===== src/rtl/ft_pkg.sv =====
// Shared types and constants for the FT2232 frame sequencer.
package ft_pkg;

  // Width of one FT2232 data-bus transfer.
  localparam int FT_BYTE_W = 8;

  // Frame header bytes, most significant byte arrives first.
  localparam logic [31:0] HDR_WORD_DEFAULT = 32'hDDCCBBAA;

  // Sequencer states.
  typedef enum logic [2:0] {
    ST_IDLE = 3'd0,
    ST_OE   = 3'd1,
    ST_HUNT = 3'd2,
    ST_HI   = 3'd3,
    ST_LO   = 3'd4,
    ST_DONE = 3'd5
  } ft_state_e;

  // Header byte expected at match position idx (0 = first byte on the wire).
  function automatic logic [FT_BYTE_W-1:0] hdr_byte(input logic [31:0] word,
                                                    input logic [1:0]  idx);
    logic [FT_BYTE_W-1:0] b;
    case (idx)
      2'd0:    b = word[31:24];
      2'd1:    b = word[23:16];
      2'd2:    b = word[15:8];
      default: b = word[7:0];
    endcase
    return b;
  endfunction

endpackage


===== src/rtl/ft_hdr_match.sv =====
// Byte-serial header matcher. A byte that breaks a partial match restarts
// the hunt at position 1 when it is itself the first header byte, so a
// header that follows a broken one directly is never missed.
module ft_hdr_match
  import ft_pkg::*;
#(
  parameter logic [31:0] HDR_WORD = HDR_WORD_DEFAULT
) (
  input  logic                 clk_i,
  input  logic                 rst_i,
  input  logic                 byte_valid_i,
  input  logic [FT_BYTE_W-1:0] byte_i,
  output logic                 match_o,
  output logic                 err_o
);

  logic [1:0] idx_q;
  logic [1:0] idx_d;

  // Match index register.
  always_ff @(posedge clk_i or posedge rst_i) begin
    if (rst_i) idx_q <= 2'd0;
    else       idx_q <= idx_d;
  end

  // Compare the incoming byte with the expected header byte.
  // match_o fires on the fourth consecutive match; err_o fires only when a
  // partial match (index > 0) is broken, so idle filler bytes are not errors.
  always_comb begin
    idx_d   = idx_q;
    match_o = 1'b0;
    err_o   = 1'b0;
    if (byte_valid_i) begin
      if (byte_i == hdr_byte(HDR_WORD, idx_q)) begin
        if (idx_q == 2'd3) begin
          match_o = 1'b1;
          idx_d   = 2'd0;
        end else begin
          idx_d = idx_q + 2'd1;
        end
      end else begin
        err_o = (idx_q != 2'd0);
        idx_d = (byte_i == hdr_byte(HDR_WORD, 2'd0)) ? 2'd1 : 2'd0;
      end
    end
  end

endmodule


===== src/rtl/ft_frame_sequencer.sv =====
// FT2232 synchronous-FIFO read sequencer: drives OE#/RD#, hunts the frame
// header, assembles big-endian 16-bit pixels and strobes them into the
// reference or live frame buffer.
//
// Byte handshake: the FT2232 offers a byte while rxf_n is low; the byte on
// `data` is taken on any rising edge where the registered rd_n is low and
// rxf_n is low. Nothing else consumes a byte.
module ft_frame_sequencer
  import ft_pkg::*;
#(
  parameter int          WIDTH    = 4,
  parameter int          HEIGHT   = 4,
  parameter int          LOGSIZE  = 4,
  parameter logic [31:0] HDR_WORD = HDR_WORD_DEFAULT
) (
  input  logic                 clock_60_mhz,
  input  logic                 reset,
  input  logic                 rxf_n,
  input  logic [FT_BYTE_W-1:0] data,
  input  logic                 write_btn,
  output logic                 oe_n,
  output logic                 rd_n,
  output logic                 pix_we,
  output logic [LOGSIZE-1:0]   pix_addr,
  output logic [15:0]          pix_data,
  output logic                 pix_ref,
  output logic                 frame_done,
  output logic                 ready,
  output logic [7:0]           hdr_errs
);

  localparam int                 NPIX      = WIDTH * HEIGHT;
  localparam logic [LOGSIZE-1:0] LAST_ADDR = LOGSIZE'(NPIX - 1);
  localparam logic [LOGSIZE-1:0] ADDR_ONE  = LOGSIZE'(1);

  // Sequencer state; kept as a named register so checkers can bind to it.
  ft_state_e state_q, state_d;

  logic                 oe_n_q, oe_n_d;
  logic                 rd_n_q, rd_n_d;
  logic [FT_BYTE_W-1:0] hi_q, hi_d;
  logic                 pix_we_q, pix_we_d;
  logic [LOGSIZE-1:0]   pix_addr_q, pix_addr_d;
  logic [15:0]          pix_data_q, pix_data_d;
  logic                 pix_ref_q, pix_ref_d;
  logic                 frame_done_q, frame_done_d;
  logic                 ready_q, ready_d;
  logic                 ref_done_q, ref_done_d;
  logic [7:0]           hdr_errs_q, hdr_errs_d;
  logic                 ref_pending_q, ref_pending_d;
  logic                 btn_meta_q, btn_sync_q;

  logic accept;
  logic last_pix;
  logic hdr_valid;
  logic hdr_match;
  logic hdr_err;

  assign accept    = ~rd_n_q & ~rxf_n;
  assign last_pix  = (pix_addr_q == LAST_ADDR);
  assign hdr_valid = (state_q == ST_HUNT) && accept;

  ft_hdr_match #(
    .HDR_WORD (HDR_WORD)
  ) u_hdr_match (
    .clk_i        (clock_60_mhz),
    .rst_i        (reset),
    .byte_valid_i (hdr_valid),
    .byte_i       (data),
    .match_o      (hdr_match),
    .err_o        (hdr_err)
  );

  // State register.
  always_ff @(posedge clock_60_mhz or posedge reset) begin
    if (reset) state_q <= ST_IDLE;
    else       state_q <= state_d;
  end

  // Next-state logic; a pause on rxf_n only stalls the accept signal, so
  // the state is naturally held while the FIFO is empty.
  always_comb begin
    state_d = state_q;
    unique case (state_q)
      ST_IDLE: if (!rxf_n)    state_d = ST_OE;
      ST_OE:                  state_d = ST_HUNT;
      ST_HUNT: if (hdr_match) state_d = ST_HI;
      ST_HI:   if (accept)    state_d = ST_LO;
      ST_LO:   if (accept)    state_d = last_pix ? ST_DONE : ST_HI;
      ST_DONE:                state_d = ST_IDLE;
      default:                state_d = ST_IDLE;
    endcase
  end

  // Output and datapath next values. OE# always leads RD# by one cycle:
  // RD# may only drop when OE# was already low on the previous edge.
  always_comb begin
    oe_n_d        = 1'b1;
    rd_n_d        = 1'b1;
    hi_d          = hi_q;
    pix_we_d      = 1'b0;
    pix_data_d    = pix_data_q;
    pix_addr_d    = pix_addr_q;
    pix_ref_d     = pix_ref_q;
    frame_done_d  = 1'b0;
    ready_d       = ready_q;
    ref_done_d    = ref_done_q;
    hdr_errs_d    = hdr_errs_q;
    ref_pending_d = ref_pending_q;

    unique case (state_q)
      ST_IDLE: begin
        oe_n_d = rxf_n;
        rd_n_d = 1'b1;
      end
      ST_DONE: begin
        oe_n_d = 1'b1;
        rd_n_d = 1'b1;
      end
      default: begin
        if (rxf_n) begin
          oe_n_d = 1'b1;
          rd_n_d = 1'b1;
        end else begin
          oe_n_d = 1'b0;
          rd_n_d = oe_n_q;
        end
      end
    endcase

    if (state_q == ST_HI && accept) hi_d = data;

    if (state_q == ST_LO && accept) begin
      pix_we_d   = 1'b1;
      pix_data_d = {hi_q, data};
      if (last_pix) begin
        oe_n_d = 1'b1;
        rd_n_d = 1'b1;
      end
    end

    // Address advances once the write strobe for it has been issued.
    if (state_q == ST_DONE)  pix_addr_d = '0;
    else if (pix_we_q)       pix_addr_d = pix_addr_q + ADDR_ONE;

    if (hdr_match) pix_ref_d = ref_pending_q;

    // A button press wins over the header-match clear so it is never lost.
    if (!btn_sync_q)     ref_pending_d = 1'b1;
    else if (hdr_match)  ref_pending_d = 1'b0;

    if (hdr_err && hdr_errs_q != 8'hFF) hdr_errs_d = hdr_errs_q + 8'd1;

    if (state_q == ST_DONE) begin
      frame_done_d = 1'b1;
      if (pix_ref_q)       ref_done_d = 1'b1;
      else if (ref_done_q) ready_d    = 1'b1;
    end
  end

  // Registered outputs and datapath.
  always_ff @(posedge clock_60_mhz or posedge reset) begin
    if (reset) begin
      oe_n_q        <= 1'b1;
      rd_n_q        <= 1'b1;
      hi_q          <= '0;
      pix_we_q      <= 1'b0;
      pix_addr_q    <= '0;
      pix_data_q    <= '0;
      pix_ref_q     <= 1'b0;
      frame_done_q  <= 1'b0;
      ready_q       <= 1'b0;
      ref_done_q    <= 1'b0;
      hdr_errs_q    <= '0;
      ref_pending_q <= 1'b1;
    end else begin
      oe_n_q        <= oe_n_d;
      rd_n_q        <= rd_n_d;
      hi_q          <= hi_d;
      pix_we_q      <= pix_we_d;
      pix_addr_q    <= pix_addr_d;
      pix_data_q    <= pix_data_d;
      pix_ref_q     <= pix_ref_d;
      frame_done_q  <= frame_done_d;
      ready_q       <= ready_d;
      ref_done_q    <= ref_done_d;
      hdr_errs_q    <= hdr_errs_d;
      ref_pending_q <= ref_pending_d;
    end
  end

  // Two-flop synchroniser for the asynchronous, active-low button.
  always_ff @(posedge clock_60_mhz or posedge reset) begin
    if (reset) begin
      btn_meta_q <= 1'b1;
      btn_sync_q <= 1'b1;
    end else begin
      btn_meta_q <= write_btn;
      btn_sync_q <= btn_meta_q;
    end
  end

  assign oe_n       = oe_n_q;
  assign rd_n       = rd_n_q;
  assign pix_we     = pix_we_q;
  assign pix_addr   = pix_addr_q;
  assign pix_data   = pix_data_q;
  assign pix_ref    = pix_ref_q;
  assign frame_done = frame_done_q;
  assign ready      = ready_q;
  assign hdr_errs   = hdr_errs_q;

endmodule


===== config.mk =====
export PLATFORM = sky130hd
export DESIGN_NAME = ft_frame_sequencer
export DESIGN_NICKNAME = d
export VERILOG_FILES = /design/src/rtl/ft_pkg.sv /design/src/rtl/ft_hdr_match.sv /design/src/rtl/ft_frame_sequencer.sv
export SDC_FILE = /design/constraint.sdc
export NUM_CORES = 1
export LEC_CHECK = 0
export BUFFER_PORTS_ARGS = -buffer_cell sky130_fd_sc_hd__buf_2
export CAP_MARGIN = 20
export CORE_ASPECT_RATIO = 1.75
export CORE_UTILIZATION = 45
export CTS_CLUSTER_DIAMETER = 60
export DETAILED_ROUTE_END_ITERATION = 16
export PLACE_DENSITY = 0.67
export SLEW_MARGIN = 5
export SYNTH_ARGS = -nofsm -noshare
export SYNTH_HDL_FRONTEND = slang
export SYNTH_SLANG_ARGS = --single-unit

===== constraint.sdc =====
create_clock -name clock_60_mhz -period 2.1 [get_ports clock_60_mhz]
set_input_delay 0.315 -clock clock_60_mhz [delete_from_list [all_inputs] [get_ports clock_60_mhz]]
set_output_delay 0.315 -clock clock_60_mhz [all_outputs]
set_load 0.05 [all_outputs]

==> impl_metrics.xml <==
<?xml version="1.0" encoding="UTF-8"?>
<metrics>
  <group name="clock_tree">
    <metric name="tritoncts_clock_tree" unit="">yes</metric>
    <metric name="clock_sinks" unit="">51</metric>
    <metric name="htree_num_levels" unit="">2</metric>
    <metric name="clk_root_buffer_cell" unit="">clkbuf_8</metric>
    <metric name="cts.clk_slew.worst_paths" unit="ps">100</metric>
    <metric name="tritoncts.num_buffers" unit="">5</metric>
    <metric name="count_of_buffers_added_by_post_cts_timing_repair_for_setup" unit="">0</metric>
    <metric name="clkLatencyLatePin" unit="ps">310</metric>
    <metric name="clock_path_buffers" unit="">2</metric>
  </group>
  <group name="global_routing">
    <metric name="pin_count_of_the_biggest_net_entering_global_routing" unit="">52</metric>
    <metric name="via_count_of_the_first_global_routing_pass" unit="">1920</metric>
    <metric name="grt-ovfl-total" unit="">0</metric>
    <metric name="groute.usage.overall" unit="%">20.3</metric>
    <metric name="grt_antenna_before_repair" unit="">0</metric>
    <metric name="grt_pass1_wl" unit="um">8960</metric>
  </group>
  <group name="power_and_ir_drop">
    <metric name="power_density" unit="nW/um2">960</metric>
    <metric name="pleak" unit="nW">1.44</metric>
    <metric name="max-vdd-ir-drop" unit="mV">0.655</metric>
  </group>
  <group name="finish">
    <metric name="finalCoreUtilization" unit="%">55.7</metric>
    <metric name="design.final.nets" unit="">284</metric>
    <metric name="final_design_area_no_fill" unit="um2">2980</metric>
    <metric name="area_growth_syn_to_layout" unit="%">18.2</metric>
    <metric name="antenna-diode-count" unit="">0</metric>
    <metric name="layout-drive-gt1-share" unit="%">40.2</metric>
  </group>
  <group name="placement">
    <metric name="placed_standard_cell_area" unit="um2">2870</metric>
    <metric name="gp_congestion" unit="">0.889</metric>
    <metric name="place_worst_setup_slack" unit="ps">34.8</metric>
    <metric name="placement.io_buffers" unit="">45</metric>
    <metric name="place_hpwl" unit="um">3930</metric>
  </group>
  <group name="yosys">
    <metric name="synth_nets" unit="">231</metric>
    <metric name="post_synthesis_instance_area" unit="um2">2520</metric>
    <metric name="synth-warning-count" unit="">0</metric>
    <metric name="ys.flop_type" unit="">dfrtp_1</metric>
    <metric name="synth_area_leaders" unit="">dfrtp_1, mux2_2, dfstp_2, ha_1, nand3_1</metric>
    <metric name="synth_compound_area_share" unit="%">12.5</metric>
    <metric name="area_share_of_and_or_nand_nor_cells_after_synthesis" unit="%">16.4</metric>
    <metric name="share_of_the_yosys_chip_area_belonging_to_registers" unit="%">50.9</metric>
    <metric name="synthesis.area_per_instance" unit="um2">11.9</metric>
    <metric name="yosys.area_share.adder" unit="%">3.48</metric>
    <metric name="asyncSetResetFlopFracSynth" unit="%">100</metric>
    <metric name="synth-xor-area-share" unit="%">1.04</metric>
    <metric name="synth_enable_flop_cells" unit="">0</metric>
    <metric name="synth.lib_cells_used.distinct" unit="">55</metric>
    <metric name="synth_top_family_by_area" unit="">simple AND/OR/NAND/NOR gates</metric>
    <metric name="netlist_instances" unit="">212</metric>
    <metric name="ys_seq_elements" unit="">51</metric>
    <metric name="synth_mux_area_share" unit="%">12.4</metric>
    <metric name="yosysTopAreaCellShare" unit="%">45.7</metric>
    <metric name="synth.largest_area_cell" unit="">dfrtp_1</metric>
    <metric name="yosys-top-cells-count" unit="">dfrtp_1, mux2_2, nand2_1, nor2_1</metric>
    <metric name="yosysMostFrequentCell" unit="">dfrtp_1</metric>
  </group>
  <group name="critical_path">
    <metric name="critical-path-top-delay-family" unit="">compound AO/OA/AOI/OAI gates</metric>
    <metric name="critPathMaxFanout" unit="">8</metric>
    <metric name="worst_setup_path_end_kind" unit="">flip-flop</metric>
    <metric name="cp_cell_sequence" unit="">inv_1 -&gt; ha_1 -&gt; o211a_1 -&gt; o22ai_1 -&gt; nor3_4 -&gt; buf_12 -&gt; o32ai_1</metric>
    <metric name="criticalPathCategory" unit="">reg2reg</metric>
    <metric name="cp_data_required_time" unit="ps">2310</metric>
    <metric name="cp_num_buf_inv" unit="">2</metric>
    <metric name="arrival" unit="ps">2200</metric>
    <metric name="setup.worst_path.start_class" unit="">flip-flop</metric>
    <metric name="crit_slowest_cell" unit="">o22ai_1</metric>
    <metric name="worst_path_largest_cell_delay" unit="ps">430</metric>
  </group>
  <group name="flow_run">
    <metric name="timing.max_cap.violations" unit="">0</metric>
  </group>
  <group name="sta">
    <metric name="final.min_clock_period" unit="ps">2000</metric>
    <metric name="fin_hold_ws" unit="ps">98.3</metric>
    <metric name="achievable-frequency" unit="MHz">500</metric>
    <metric name="timing_worst_slew_pin_value" unit="ps">632</metric>
    <metric name="finalSetupViolations" unit="">0</metric>
    <metric name="setup_slack" unit="ps">101</metric>
    <metric name="finClkSkew" unit="ps">6.30</metric>
    <metric name="fin_tns_setup" unit="ps">0</metric>
    <metric name="slew_violations" unit="">0</metric>
    <metric name="timing.final.crit_share" unit="%">95.2</metric>
    <metric name="worst_case_headroom_to_the_max_slew_limit" unit="%">57.9</metric>
    <metric name="timing_hold_violations_final" unit="">0</metric>
    <metric name="rsz0062_at_grt" unit="">true</metric>
  </group>
  <group name="route">
    <metric name="number_of_vias_in_the_routed_layout" unit="">1931</metric>
    <metric name="routed_wirelength" unit="um">5450</metric>
    <metric name="drt-wirelength-per-cell" unit="um">16.0</metric>
    <metric name="tritonroute_pass_1_iters" unit="">4</metric>
    <metric name="drt.antenna.violating_nets" unit="">0</metric>
    <metric name="route.detailed.vias_per_inst" unit="">5.68</metric>
    <metric name="drt_drc_violations_left" unit="">0</metric>
    <metric name="drtIter0Drc" unit="">84</metric>
  </group>
  <group name="die">
    <metric name="placeableCoreArea" unit="um2">5340</metric>
    <metric name="initial_utilization" unit="%">47.1</metric>
    <metric name="dieWidth" unit="um">58.5</metric>
    <metric name="pin_count" unit="">46</metric>
    <metric name="placementRows" unit="">35</metric>
    <metric name="floorplan.die.height" unit="um">101</metric>
    <metric name="floorplan_die_area" unit="um2">5910</metric>
  </group>
  <group name="min_path">
    <metric name="worst_hold_path_type" unit="">in2reg</metric>
  </group>
  <group name="status">
    <metric name="outcome" unit="">completed</metric>
  </group>
</metrics>
-- logic make-up after synthesis --
group	count (synthesis)
buf+inv	17
mux	28
flops	51
fa+ha+maj	7
simple gates	67
compound gates	39
xor+xnor	3
-- power breakdown --
part / internal (mW) / switching (mW) / leakage, nW
clock: 0.240 / 0.340 / 0.0418
sequential: 1.17 / 0.137 / 0.665
combinational: 0.366 / 0.607 / 0.737
-- worst register-to-register path, cell delays in order, from the launching register on --
cell,delay (ps)
dfrtp_1,400
inv_1,80
ha_1,210
o211a_1,240
o22ai_1,430
nor3_4,100
buf_12,160
o32ai_1,280
-- routing by layer --
layer | GRT usage (%) | routed length [um] | vias up
met5 | 0 | 0 | -
met4 | 11.5 | 188 | 0
met3 | 2.82 | 186 | 14
met2 | 35.4 | 2920 | 57
met1 | 23.1 | 2150 | 957
li1 | - | - | 903
-- final timing paths --
kind / startpoint / slack (ps) / depth (start not counted) / end
max: u_hdr_match.idx_q[0] / 100 / 7 / hdr_errs[5]
min: write_btn / 100 / 1 / btn_meta_q
max reg2reg: u_hdr_match.idx_q[0] / 100 / 7 / hdr_errs[5]
min reg2reg: btn_meta_q / 370 / 0 / btn_sync_q
max in group asynchronous: reset / 1520 / 3 / hi_q[6]
min in group asynchronous: reset / 170 / 3 / pix_data[9]
-- placed cells by master (no fill, tap or decap), types with 6 or more instances in the layout --
cell type	instances
buf_2	45
buf_4	8
dfrtp_1	46
ha_1	7
inv_1	8
mux2_2	25
nand2_1	11
nand3_1	9
nand4_1	7
nor2_1	11
o21ai_0	6
-- flip-flops by register name (all words and copies together), names as in the netlist --
register,cells
pix_we,1
frame_done,1
rd_n,1
u_hdr_match.idx_q,2
pix_addr,4
hdr_errs,8
oe_n,1
ref_done_q,1
ready,1
pix_data,16
state_q,3
pix_ref,1
hi_q,8
btn_meta_q,1
btn_sync_q,1
ref_pending_q,1
-- repair_timing --
| item | 4_1_cts | 5_1_grt |
|---|---|---|
| resized for setup | 0 | 6 |
| setup endpoints to repair | 0 | 12 |
| hold buffers | 0 | 0 |
-- per-stage QoR --
step	power, mW	std cells
finish	2.86	340
global route	3.03	340
CTS	2.86	340
detailed placement	2.28	332
global placement	2.24	332
floorplan	2.00	212
-- area by class of cell --
type | instances | area (um2)
Clock buffer | 6 | 72.6
Clock inverter | 2 | 16.3
Fill cell | 502 | 2370
Inverter | 9 | 33.8
Multi-Input combinational cell | 144 | 1170
Sequential cell | 51 | 1280
Tap cell | 74 | 92.6
Timing Repair Buffer | 54 | 305
(Power assumes the default switching activity.)
